$ cat config.mk
export PLATFORM = sky130hd
export DESIGN_NAME = vectrex_cart_loader
export DESIGN_NICKNAME = d
export VERILOG_FILES = /design/src/rtl/vectrex_cart_loader.sv
export SDC_FILE = /design/constraint.sdc
export NUM_CORES = 1
export LEC_CHECK = 0
export BUFFER_PORTS_ARGS = -buffer_cell sky130_fd_sc_hd__buf_4
export CAP_MARGIN = 20
export CORE_ASPECT_RATIO = 0.8
export CORE_MARGIN = 4
export CORE_UTILIZATION = 50
export DETAILED_ROUTE_END_ITERATION = 6
export GPL_TIMING_DRIVEN = 1
export PLACE_DENSITY = 0.85
export SETUP_SLACK_MARGIN = 0.5
export SYNTH_ARGS = -nofsm -noshare
export SYNTH_HDL_FRONTEND = slang
export SYNTH_SLANG_ARGS = --single-unit
$ cat constraint.sdc
create_clock -name clk_sys -period 4.75 [get_ports clk_sys]
set_input_delay 1.425 -clock clk_sys [delete_from_list [all_inputs] [get_ports clk_sys]]
set_output_delay 1.425 -clock clk_sys [all_outputs]
set_load 0.03 [all_outputs]
$ cat src/rtl/vectrex_cart_loader.sv
// Cartridge download front end: filters the ioctl byte stream into cart RAM writes,
// tracks the cart address mask and image size, and generates the core reset.
module vectrex_cart_loader #(
  parameter int ADDR_W  = 15,
  parameter int TIMEOUT = 5000000,
  parameter int RST_LEN = 1000
) (
  input  logic              clk_sys,
  input  logic              reset_n,
  input  logic              ioctl_download,
  input  logic              ioctl_wr,
  input  logic [24:0]       ioctl_addr,
  input  logic [7:0]        ioctl_dout,
  input  logic              skip_logo,
  output logic              cart_wr,
  output logic [ADDR_W-1:0] cart_addr,
  output logic [7:0]        cart_data,
  output logic [ADDR_W-1:0] cart_mask,
  output logic [ADDR_W:0]   cart_size,
  output logic              overflow,
  output logic              core_reset
);

  // state | meaning
  // IDLE  | no download, no pending reset pulse
  // LOAD  | download in progress, bytes forwarded to cart RAM
  // WAIT  | download ended with skip_logo, counting towards the second reset
  // PULSE | second reset pulse asserted for RST_LEN cycles

  localparam int CNT_W = $clog2(TIMEOUT + 1);
  localparam logic [CNT_W-1:0] WAIT_LAST  = CNT_W'(TIMEOUT - RST_LEN - 1);
  localparam logic [CNT_W-1:0] PULSE_LAST = CNT_W'(RST_LEN - 1);

  typedef enum logic [1:0] {IDLE, LOAD, WAIT, PULSE} state_t;

  state_t            state, state_nxt;
  logic [CNT_W-1:0]  cnt, cnt_nxt;
  logic              dl_q;
  logic              dl_rise, dl_fall;
  logic              in_window, load_wr, wr_ok;
  logic [ADDR_W-1:0] wr_addr;
  logic [ADDR_W:0]   wr_end;

  assign dl_rise   = ioctl_download & ~dl_q;
  assign dl_fall   = ~ioctl_download & dl_q;
  assign in_window = (ioctl_addr[24:ADDR_W] == '0);
  assign load_wr   = (state == LOAD) && ioctl_wr;
  assign wr_ok     = load_wr && in_window;
  assign wr_addr   = ioctl_addr[ADDR_W-1:0];
  assign wr_end    = {1'b0, wr_addr} + {{ADDR_W{1'b0}}, 1'b1};

  always_comb begin
    state_nxt = state;
    cnt_nxt   = cnt;
    if (dl_rise) begin
      // a new download always wins, aborting any pending second reset
      state_nxt = LOAD;
      cnt_nxt   = '0;
    end else begin
      case (state)
        LOAD: begin
          if (dl_fall) begin
            state_nxt = skip_logo ? WAIT : IDLE;
            cnt_nxt   = '0;
          end
        end
        WAIT: begin
          if (cnt == WAIT_LAST) begin
            state_nxt = PULSE;
            cnt_nxt   = '0;
          end else begin
            cnt_nxt = cnt + CNT_W'(1);
          end
        end
        PULSE: begin
          if (cnt == PULSE_LAST) begin
            state_nxt = IDLE;
            cnt_nxt   = '0;
          end else begin
            cnt_nxt = cnt + CNT_W'(1);
          end
        end
        default: ;
      endcase
    end
  end

  always_ff @(posedge clk_sys or negedge reset_n) begin
    if (!reset_n) begin
      state      <= IDLE;
      cnt        <= '0;
      dl_q       <= 1'b0;
      core_reset <= 1'b0;
    end else begin
      state      <= state_nxt;
      cnt        <= cnt_nxt;
      dl_q       <= ioctl_download;
      core_reset <= dl_q | (state == PULSE);
    end
  end

  always_ff @(posedge clk_sys or negedge reset_n) begin
    if (!reset_n) begin
      cart_wr   <= 1'b0;
      cart_addr <= '0;
      cart_data <= '0;
    end else begin
      cart_wr <= wr_ok;
      if (wr_ok) begin
        cart_addr <= wr_addr;
        cart_data <= ioctl_dout;
      end
    end
  end

  // mask grows by at most one bit per write, so it tracks a power-of-two window
  always_ff @(posedge clk_sys or negedge reset_n) begin
    if (!reset_n) begin
      cart_mask <= '0;
      cart_size <= '0;
      overflow  <= 1'b0;
    end else if (dl_rise) begin
      cart_mask <= '0;
      cart_size <= '0;
      overflow  <= 1'b0;
    end else if (load_wr) begin
      if (in_window) begin
        if ((wr_addr & ~cart_mask) != '0)
          cart_mask <= {cart_mask[ADDR_W-2:0], 1'b1};
        if (wr_end > cart_size)
          cart_size <= wr_end;
      end else begin
        overflow <= 1'b1;
      end
    end
  end

endmodule

==> reports/qor.yml, run 1 <==
floorplanning:
  start_util: 0.515
  core-area_um2: 9080
  rows: 31
  io_pins: 95
  die_w_um: 116
  die_y_um: 94.5
  dieArea_um2: 11000
synth:
  syn_avg_cell_area_um2: 9.95
  synth_top_area_frac: 0.444
  synth_edf_count: 0
  synthTopCellsByArea: "dfrtp_1, mux2_2, ha_1, nand2_1, xnor2_1"
  synthArstFlopShare: 1.00
  synth_nets: 527
  synthDistinctLibCells: 55
  ys_seq_elements: 83
  synth_warnings: 0
  synth_largest_area_cell: "dfrtp_1"
  syn_area_um2: 4670
  synth-seq-area-share: 0.444
  synthFlopType: "dfrtp_1"
  synthCells: 470
clock_tree:
  clock-root-buffer: "clkbuf_16"
  clock_path_buffers: 2
  insertion_delay_ps: 340
  cts-buffers-inserted: 9
  clkSlewWorstSetupHoldPaths_ps: 70
  htreeDepth: 3
  clock-sinks: 83
  cts_tree: "built"
  ctsHoldBuffers: 0
power:
  power_density_nw_per_um2: 310
  finalPower_mw: 1.79
  power.leakage_nw: 2.60
  peakVddDrop_v: 0.000167
routing:
  route.detailed.drc: 0
  met2_length_um: 5840
  wl_per_cell_um: 17.8
  antenna_left: 0
  wirelength_met1_um: 4980
  top_layer_used: "met4"
  via_per_inst: 5.94
  dr_wl_met3_um: 870
  drt_iter0_markers: 291
  totalWireLength_um: 12100
  firstDrtPassIters: 5
  num_vias: 4036
timing:
  setup_viol: 0
  timing.final.max_slew_violations: 0
  fin_crit_sh: 0.872
  finalSetupTns_ps: 0
  hold_viol: 0
  clock_skew_ps: 10.9
  hold_slack_ps: 489
  rsz0062_at_grt: "no"
  tightest_slew_ps: 772
  slew-limit-headroom: 0.485
  fmax_ghz: 0.241
  layout_min_cycle_time_ps: 4140
final_layout:
  area_growth_pct: 23.7
  seq_area_um2: 2080
  drive_gt1_frac: 0.282
  design_area_um2: 5780
  fill_cells: 730
  num_antenna_cells: 0
  final_nets: 616
  instances_no_fill: 679
  multi_input_area_um2: 2320
global_routing:
  track_usage: 0.225
  grt_pass1_vias: 3983
  grt_pass1_wl_um: 19400
  grt_antenna_before_repair: 0
  grt_max_degree: 84
  grt.overflow.total: 0
placed_design:
  gp_congestion: 0.908
  placedCellCount: 662
  placement.io_buffers: 94
  hpwl_um: 8890
  place_area_um2: 5450
setup_path:
  worstPathArrival_ps: 4400
  cp_max_fo: 7
  max_stage_delay_ps: 490
  worst_setup_path_start_kind: "input pin"
  worstReg2RegStart: "cart_size[14]$_DFFE_PN0P_"
  path_class: "in2reg"
  required_ps: 5010
  crit_path_start: "ioctl_addr[0]"
  crit_top_cell: "buf_4"
  reg2regPathDepth: 8
  r2r_slack_ps: 2330
  r2r_end: "cart_size[9]$_DFFE_PN0P_"
  crit_end: "cart_size[9]$_DFFE_PN0P_"
  path_cells: "buf_4 -> ha_2 -> nand2_1 -> o31a_1 -> or2_2 -> ha_1 -> nand4_1 -> nor3_1 -> a2111o_1 -> o311a_2 -> buf_4 -> mux2i_1"
  crit_slowest_cell: "o311a_2"
  end_kind: "flip-flop"
hold_path:
  hp-class: "reg2reg"
flow_run:
  cap_violations: 0
run_status:
  status: "finished, final reports clean"
[sequential cells by signal (all words and copies together) (netlist names)]
name and cells:
cart_addr 15, cart_wr 1, dl_q 1, overflow 1
cart_size 16, cnt 23, state 2, cart_data 8
cart_mask 15, core_reset 1
[final cells by class]
type	instances	share of cell area
clock inverters	7	0.0132
well taps	115	0.0249
repair buffers	104	0.138
clock buffers	9	0.0390
inverters	37	0.0240
multi-input cells	324	0.401
flip-flops and latches	83	0.359
[cell usage in the layout (no fill, tap or decap), types with 2 or more instances in the layout]
master,count
buf_4,103
dfrtp_1,83
nand2_1,47
inv_1,35
mux2_2,25
nor2_1,23
xnor2_1,20
nand3_1,19
ha_1,18
o2111ai_1,16
nor3_1,15
a31oi_1,15
o31ai_1,14
mux2i_1,14
nand4_1,10
nor4_1,9
clkbuf_16,9
o21ai_0,8
a21oi_1,7
nor2b_1,6
and3_1,5
and2_1,4
and4_1,4
xor2_1,4
a22oi_1,4
nand3b_1,3
or2_2,2
or4b_1,2
nand4b_1,2
nand2b_1,2
o22ai_1,2
o21a_1,2
inv_6,2
clkinvlp_4,2
[cells by family (layout without fill, tap and decap cells)]
group / Yosys count / in the layout / share of synthesized area
AND/OR/NAND/NOR: 163 / 163 / 0.182
flip-flops: 83 / 83 / 0.444
AO/OA/AOI/OAI: 79 / 79 / 0.125
buffers and inverters: 63 / 157 / 0.0626
multiplexers: 39 / 39 / 0.0902
XOR/XNOR: 24 / 24 / 0.0450
adder cells (fa/ha/maj): 19 / 19 / 0.0509
[per-stage QoR]
stage	worst slack (ps)	util
2_1_floorplan	505	-
3_3_place_gp	308	0.600
3_5_place_dp	147	0.600
4_1_cts	523	0.634
5_1_grt	508	0.637
6_report	607	0.637
[power breakdown]
part           switching, mW  internal, mW  total, mW
clock network          0.296         0.411      0.707
logic                  0.189         0.123      0.312
registers             0.0372         0.738      0.775
total                  0.523          1.27       1.79
[Yosys cell counts (4+ instances only)]
cell and count:
dfrtp_1 83, nand2_1 47, inv_1 35, mux2_2 25
nor2_1 23, xnor2_1 20, ha_1 19, nand3_1 19
nor3_1 16, o2111ai_1 16, a31oi_1 15, mux2i_1 14
o31ai_1 14, clkbuf_1 12, nand4_1 10, nor4_1 10
o21ai_0 8, a21oi_1 7, buf_2 6, nor2b_1 6
and3_1 5, buf_6 5, a22oi_1 4, and2_1 4
and4_1 4, xor2_1 4
[how the worst min path moves through the flow]
stage                             startpoint              endpoint  cells past startpoint
after floorplan               dl_q$_DFF_PN0_  core_reset$_DFF_PN0_                      2
after global placement        dl_q$_DFF_PN0_  core_reset$_DFF_PN0_                      2
after detailed placement      dl_q$_DFF_PN0_  core_reset$_DFF_PN0_                      2
after CTS                 cnt[9]$_DFFE_PN0P_    cnt[9]$_DFFE_PN0P_                      1
after global routing      cnt[9]$_DFFE_PN0P_    cnt[9]$_DFFE_PN0P_                      1
final                         dl_q$_DFF_PN0_  core_reset$_DFF_PN0_                      2
[metal layers]
layer | GRT usage | vias up
li1 | - | 1876
met1 | 0.295 | 1949
met2 | 0.360 | 177
met3 | 0.0551 | 34
met4 | 0.0899 | 0
met5 | 0 | -
[critical path, delay by kind of cell]
| family | cells | cell delay, ps |
|---|---|---|
| buffers and inverters | 2 | 330 |
| muxes | 1 | 180 |
| and+or+nand+nor | 4 | 710 |
| adders and majority gates | 2 | 540 |
| AOI/OAI and AO/OA | 3 | 1210 |
[timing repair]
action / 4_1_cts / 5_1_grt
buffers inserted: 0 / 0
endpoints found under the setup margin: 2 / 15
gates resized for setup: 0 / 2
pin swaps: 1 / 1
Power figures use the tool's default switching activity.
==> run 2: changes to the inputs <==
Settings changed: PLACE_DENSITY 0.85 to 0.88.
Clock period 4.75 ns to 3.8 ns, I/O delays scaled along.
==> run 2 against run 1 <==
Net effect:
- core utilization rose by 2.8 points
- critical endpoint is now cart_size[1]$_DFFE_PN0P_
- hold slack got worse by 7.3 ps
- sequential share of layout area fell by 1.5 points
- largest power group unchanged
- highest routed layer unchanged
- die area did not move
- design area rose by 4.3%
- clock-buffer cell count did not move
- non-clock buffer count rose by 18
- setup slack got worse by 270 ps
- clock power rose by 36%
- critical path type unchanged
- via count rose by 5.3%
- sequential cell count did not move
- register-to-register slack got worse by 870 ps
==> reports/qor.yml, run 2 (synthesis results as in run 1) <==
global_routing:
  track_usage: 0.240  # +0.0153
  grt_pass1_vias: 4100  # +2.9%
  grt.overflow.total: 0  # unchanged
  met2_usage: 0.364  # +0.00479
  grt_antenna_before_repair: 0  # unchanged
  grt_max_degree: 84  # unchanged
  grt.busiest_layer: "met2"
  grt_use_met3: 0.0692  # +0.0141
  grt_pass1_wl_um: 20600  # +6.0%
  grt_util_met1: 0.324  # +0.0291
power:
  power.leakage_nw: 2.74  # +5.2%
  peakVddDrop_v: 0.000256  # +54%
  power_density_nw_per_um2: 390  # +26%
  p_sw_frac: 0.288  # -0.00300
  switchingPower_uw: 678  # +30%
  power_frac_comb: 0.180  # +0.006
  p_int_mw: 1.67  # +32%
  pwr-share-clk: 0.408  # +0.014
  p_seq_frac: 0.412  # -0.020
setup_path:
  worst_setup_path_start_kind: "input pin"
  required_ps: 4020  # -990 ps
  r2r_slack_ps: 1460  # -870 ps
  end_kind: "flip-flop"
  cp_max_fo: 6  # -1
  r2r_end: "cnt[13]$_DFFE_PN0P_"
  reg2regPathDepth: 7  # -1
  worstReg2RegStart: "dl_q$_DFF_PN0_"
  path_class: "in2reg"
  worstPathArrival_ps: 3680  # -720 ps
floorplanning:
  core-area_um2: 9080  # unchanged
  dieArea_um2: 11000  # unchanged
  start_util: 0.515  # unchanged
  die_w_um: 116  # unchanged
  io_pins: 95  # unchanged
  rows: 31  # unchanged
  die_y_um: 94.5  # unchanged
routing:
  drt_iter0_markers: 426  # +46%
  num_vias: 4250  # +5.3%
  route.detailed.drc: 0  # unchanged
  wl_per_cell_um: 18.8  # +5.4%
  via_per_inst: 6.10  # +2.6%
  antenna_left: 0  # unchanged
  totalWireLength_um: 13100  # +8.2%
  firstDrtPassIters: 6  # +1
timing:
  clock_skew_ps: 9.35  # -1.54 ps
  timing.final.max_slew_violations: 0  # unchanged
  finalSetupTns_ps: 0  # unchanged
  slew-limit-headroom: 0.608  # +0.123
  hold_slack_ps: 481  # -7.26 ps
  hold_viol: 0  # unchanged
  rsz0062_at_grt: "yes"
  fin_crit_sh: 0.911
  layout_min_cycle_time_ps: 3460
  fmax_ghz: 0.289
  tightest_slew_ps: 588  # -184 ps
  setup_viol: 0  # unchanged
clock_tree:
  insertion_delay_ps: 340  # about the same
  cts-buffers-inserted: 9  # unchanged
  clock_path_buffers: 2  # unchanged
  clock-sinks: 83  # unchanged
  clock-root-buffer: "clkbuf_16"
  clkSlewWorstSetupHoldPaths_ps: 60  # about the same
  cts_tree: "built"
  htreeDepth: 3  # unchanged
final_layout:
  largest_register: "cnt"
  num_antenna_cells: 0  # unchanged
  largestRegisters: "cnt x23, cart_size x16"
  largest_reg_flops: 23  # unchanged
  fin_util: 0.665  # +0.0276
  area_growth_pct: 29.0
  instances_no_fill: 697  # +2.7%
  drive_gt1_frac: 0.320  # +0.0377
  final_common_cell: "buf_4"
  design_area_um2: 6030  # +4.3%
  final_nets: 634  # +2.9%
  final_cell_mix: "buf_4, dfrtp_1, nand2_1"
hold_path:
  hp-class: "reg2reg"
  min-delay-start: "dl_q$_DFF_PN0_"
  holdPathEnd: "core_reset$_DFF_PN0_"
  whs_path_depth: 2  # unchanged
placed_design:
  placedCellCount: 674  # +1.8%
  place_area_um2: 5560  # +2.1%
  gp_congestion: 0.937  # +3.2%
  placement.io_buffers: 94  # unchanged
  hpwl_um: 9090  # +2.2%
flow_run:
  cap_violations: 0  # unchanged
run_status:
  status: "finished, final reports clean"
[run 2: routing by layer]
layer	routed length, µm	part of all wire
met1	5390	0.41
met2	6050	0.46
met3	1260	0.097
met4	374	0.029
met5	0	0
[run 2: worst max path at each step]
stage / from / to / slack (ps)
floorplan: ioctl_addr[2] / cart_size[0]$_DFFE_PN0P_ / 130
global placement: ioctl_addr[7] / cart_size[9]$_DFFE_PN0P_ / 10
detailed placement: ioctl_addr[7] / cart_size[7]$_DFFE_PN0P_ / -140
CTS: ioctl_addr[8] / cart_size[0]$_DFFE_PN0P_ / 420
global route: ioctl_addr[0] / cart_size[1]$_DFFE_PN0P_ / 310
finish: ioctl_addr[3] / cart_size[1]$_DFFE_PN0P_ / 340
[run 2: metrics by stage]
step,setup WS (ps),power [mW]
floorplan,133,1.24
global placement,14.1,1.37
detailed placement,-139,1.39
CTS,418,2.35
global route,315,2.45
finish,340,2.35
[run 2: area by class of cell]
class	count	area, µm²
Fill cell	681	3040
Multi-Input combinational cell	324	2390
Sequential cell	83	2080
Timing Repair Buffer	122	955
Clock buffer	9	225
Tap cell	115	144
Inverter	37	139
Clock inverter	7	101
[run 2: timing repair]
action                                  CTS  global route
endpoints found under the setup margin   16            16
cloned                                    1             0
pin swaps                                 5             5
buffers inserted                          3             2
gates resized for setup                  17             2
hold buffers                              0             0
[run 2: critical path, stage by stage]
cell	delay, ps
buf_4	90
and4_4	290
nand2_4	70
o31a_1	250
or2_4	240
ha_4	220
nand4_1	210
nor2_1	100
a2111o_1	380
o311a_4	410
buf_4	180
mux2i_1	110
[run 2: power by group through the flow]
stage          Clock [mW]  Combinational, mW  Sequential, mW
2_1_floorplan           0              0.254           0.990
3_3_place_gp            0              0.389           0.981
3_5_place_dp            0              0.403           0.985
4_1_cts             0.973              0.410           0.969
5_1_grt              1.01              0.462           0.974
6_report            0.959              0.424           0.970
==> run 3: changes to the inputs <==
Settings changed: CORE_UTILIZATION 50 to 35, PLACE_DENSITY 0.88 to 0.68, RECOVER_POWER from default to 50, REMOVE_ABC_BUFFERS from default to 1.
==> run 3 against run 2 <==
Net effect:
- the run now ends with max-capacitance violations, max-slew violations left
- combinational power about the same
- clock skew up 1.6 ps
- design area up 1.2%
- setup slack better by 50 ps
- non-clock buffer count up 9
- global-route usage down 6.8 points
- via count down 1.6%
- critical path type unchanged
==> reports/qor.yml, run 3 (synthesis results as in run 1) <==
run_status:
  status: "finished with violations"
  violations: "max-capacitance violations, max-slew violations"
routing:
  drt_iter0_markers: 266  # -38%
  antenna_left: 0  # unchanged
  num_vias: 4180  # -1.6%
  route.detailed.drc: 0  # unchanged
  firstDrtPassIters: 5  # -1
  totalWireLength_um: 13400  # +2.6%
  via_per_inst: 5.46  # -11%
  wl_per_cell_um: 17.5  # -6.6%
floorplanning:
  die_y_um: 111  # +18%
  dieArea_um2: 15300  # +39%
  rows: 37  # +19%
  die_w_um: 137  # +18%
  io_pins: 95  # unchanged
  start_util: 0.361  # -0.154
  core-area_um2: 13000  # +43%
timing:
  tightest_slew_ps: 1800  # +1210 ps
  layout_min_cycle_time_ps: 3410  # -49.5 ps
  setup_ws_ps: 389  # +49.5 ps
  setup_viol: 0  # unchanged
  clock_skew_ps: 11.0  # +1.64 ps
  fin_crit_sh: 0.898  # -0.0130
  rsz0062_at_grt: "yes"
  slew-limit-headroom: -0.201  # -0.809
  hold_viol: 0  # unchanged
  fmax_ghz: 0.293  # +1.5%
  timing.final.max_slew_violations: 72  # +72
hold_path:
  hp-class: "reg2reg"
  whs_path_depth: 2  # unchanged
  min-delay-start: "dl_q$_DFF_PN0_"
  holdPathEnd: "core_reset$_DFF_PN0_"
final_layout:
  final_cell_mix: "buf_4, dfrtp_1, nand2_1"
  num_antenna_cells: 0  # unchanged
  fin_util: 0.471  # -0.194
  design_area_um2: 6100  # +1.2%
  area_growth_pct: 30.5
  drive_gt1_frac: 0.284  # -0.0353
  final_common_cell: "buf_4"
  final_nets: 643  # +1.4%
  largest_reg_flops: 23  # unchanged
  largestRegisters: "cnt x23, cart_size x16"
  largest_register: "cnt"
  instances_no_fill: 766  # +9.9%
setup_path:
  worstReg2RegStart: "dl_q$_DFF_PN0_"
  r2r_end: "cnt[13]$_DFFE_PN0P_"
  r2r_slack_ps: 1440  # -20 ps
  required_ps: 4050  # +30 ps
  reg2regPathDepth: 7  # unchanged
  worst_setup_path_start_kind: "input pin"
  crit_path_start: "ioctl_addr[5]"
  cp_max_fo: 8  # +2
  end_kind: "flip-flop"
  worstPathArrival_ps: 3660  # -20 ps
  path_class: "in2reg"
power:
  power_frac_comb: 0.177  # -0.003
  power.leakage_nw: 2.69  # -1.7%
  power_density_nw_per_um2: 394  # +0.92%
  switchingPower_uw: 654  # -3.5%
  p_int_mw: 1.75  # +4.4%
  peakVddDrop_v: 0.000256  # about the same
  pwr-share-clk: 0.420  # +0.012
  p_sw_frac: 0.272  # -0.0159
  p_seq_frac: 0.403  # -0.009
clock_tree:
  cts-buffers-inserted: 9  # unchanged
  cts_tree: "built"
  insertion_delay_ps: 340  # about the same
  ctsHoldBuffers: 0  # unchanged
  htreeDepth: 3  # unchanged
  clock-sinks: 83  # unchanged
  clock-root-buffer: "clkbuf_16"
  clkSlewWorstSetupHoldPaths_ps: 60  # about the same
  clock_path_buffers: 2  # unchanged
placed_design:
  hpwl_um: 9570  # +5.3%
  placedCellCount: 740  # +9.8%
  place_ws_ps: -222  # -83.0 ps
  place_area_um2: 5650  # +1.6%
  placement.io_buffers: 94  # unchanged
  gp_congestion: 0.911  # -2.8%
global_routing:
  grt_pass1_wl_um: 21000  # +2.2%
  grt_antenna_before_repair: 0  # unchanged
  track_usage: 0.173  # -0.0677
  grt_max_degree: 84  # unchanged
  grt.overflow.total: 0  # unchanged
  grt_pass1_vias: 4026  # -1.8%
flow_run:
  cap_violations: 1  # +1
## run 3: changes by cell type in the layout (fill, tap and decap cells not counted), sizes merged
cell      previous run  this run
buf                122       102
bufinv               2         3
clkbuf               9        40
clkinv               4         3
clkinvlp             1         0
inv                 37        36
## run 3: power groups by stage
stage                     clock [mW]  sequential (mW)  combinational, mW
after global routing            1.07            0.975              0.467
after global placement             0            0.980              0.399
after floorplan                    0            0.990              0.229
after detailed placement           0            0.984              0.414
after CTS                       1.03            0.968              0.428
final                           1.01            0.968              0.425
## run 3: layout make-up
cell class	count	area [µm²]
Timing Repair Buffer	131	928
Sequential cell	83	2080
Multi-Input combinational cell	324	2400
Tap cell	175	219
Inverter	37	139
Clock inverter	5	100
Clock buffer	11	243
Fill cell	1224	6860
## run 3: per-stage QoR
step	power (mW)	TNS [ps]	hold WS, ps
2_1_floorplan	1.22	-51730	431
3_3_place_gp	1.38	-1660	456
3_5_place_dp	1.40	-2990	456
4_1_cts	2.42	0	471
5_1_grt	2.51	0	493
6_report	2.40	0	461
## run 3: worst max-delay path by stage
stage | endpoint | slack, ps
6_report | cart_size[8]$_DFFE_PN0P_ | 390
3_5_place_dp | cart_size[8]$_DFFE_PN0P_ | -220
2_1_floorplan | cart_size[0]$_DFFE_PN0P_ | -1570
5_1_grt | cart_size[10]$_DFFE_PN0P_ | 250
4_1_cts | cart_size[8]$_DFFE_PN0P_ | 490
3_3_place_gp | cart_size[14]$_DFFE_PN0P_ | -120
## run 3: timing repair
action | 4_1_cts | 5_1_grt
pin swaps | 13 | 6
setup buffers | 6 | 3
resized for setup | 21 | 8
setup endpoints to repair | 16 | 16
## run 3: metal layers
metal  vias up  track usage  part of all wire
li1       1931            -                 -
met1      2074        0.221              0.42
met2       159        0.293              0.50
met3        16       0.0533             0.069
met4         0       0.0266             0.010
met5         -            0                 0
## run 3: worst max-delay path, cell delays in order
cell      delay (ps)
buf_8             80
and4_4           240
nand2_2           60
o31a_1           300
or2_4            260
ha_4             210
nand4_1          180
nor3_1           100
a2111o_1         390
o311a_4          350
buf_8            160
mux2i_1          180
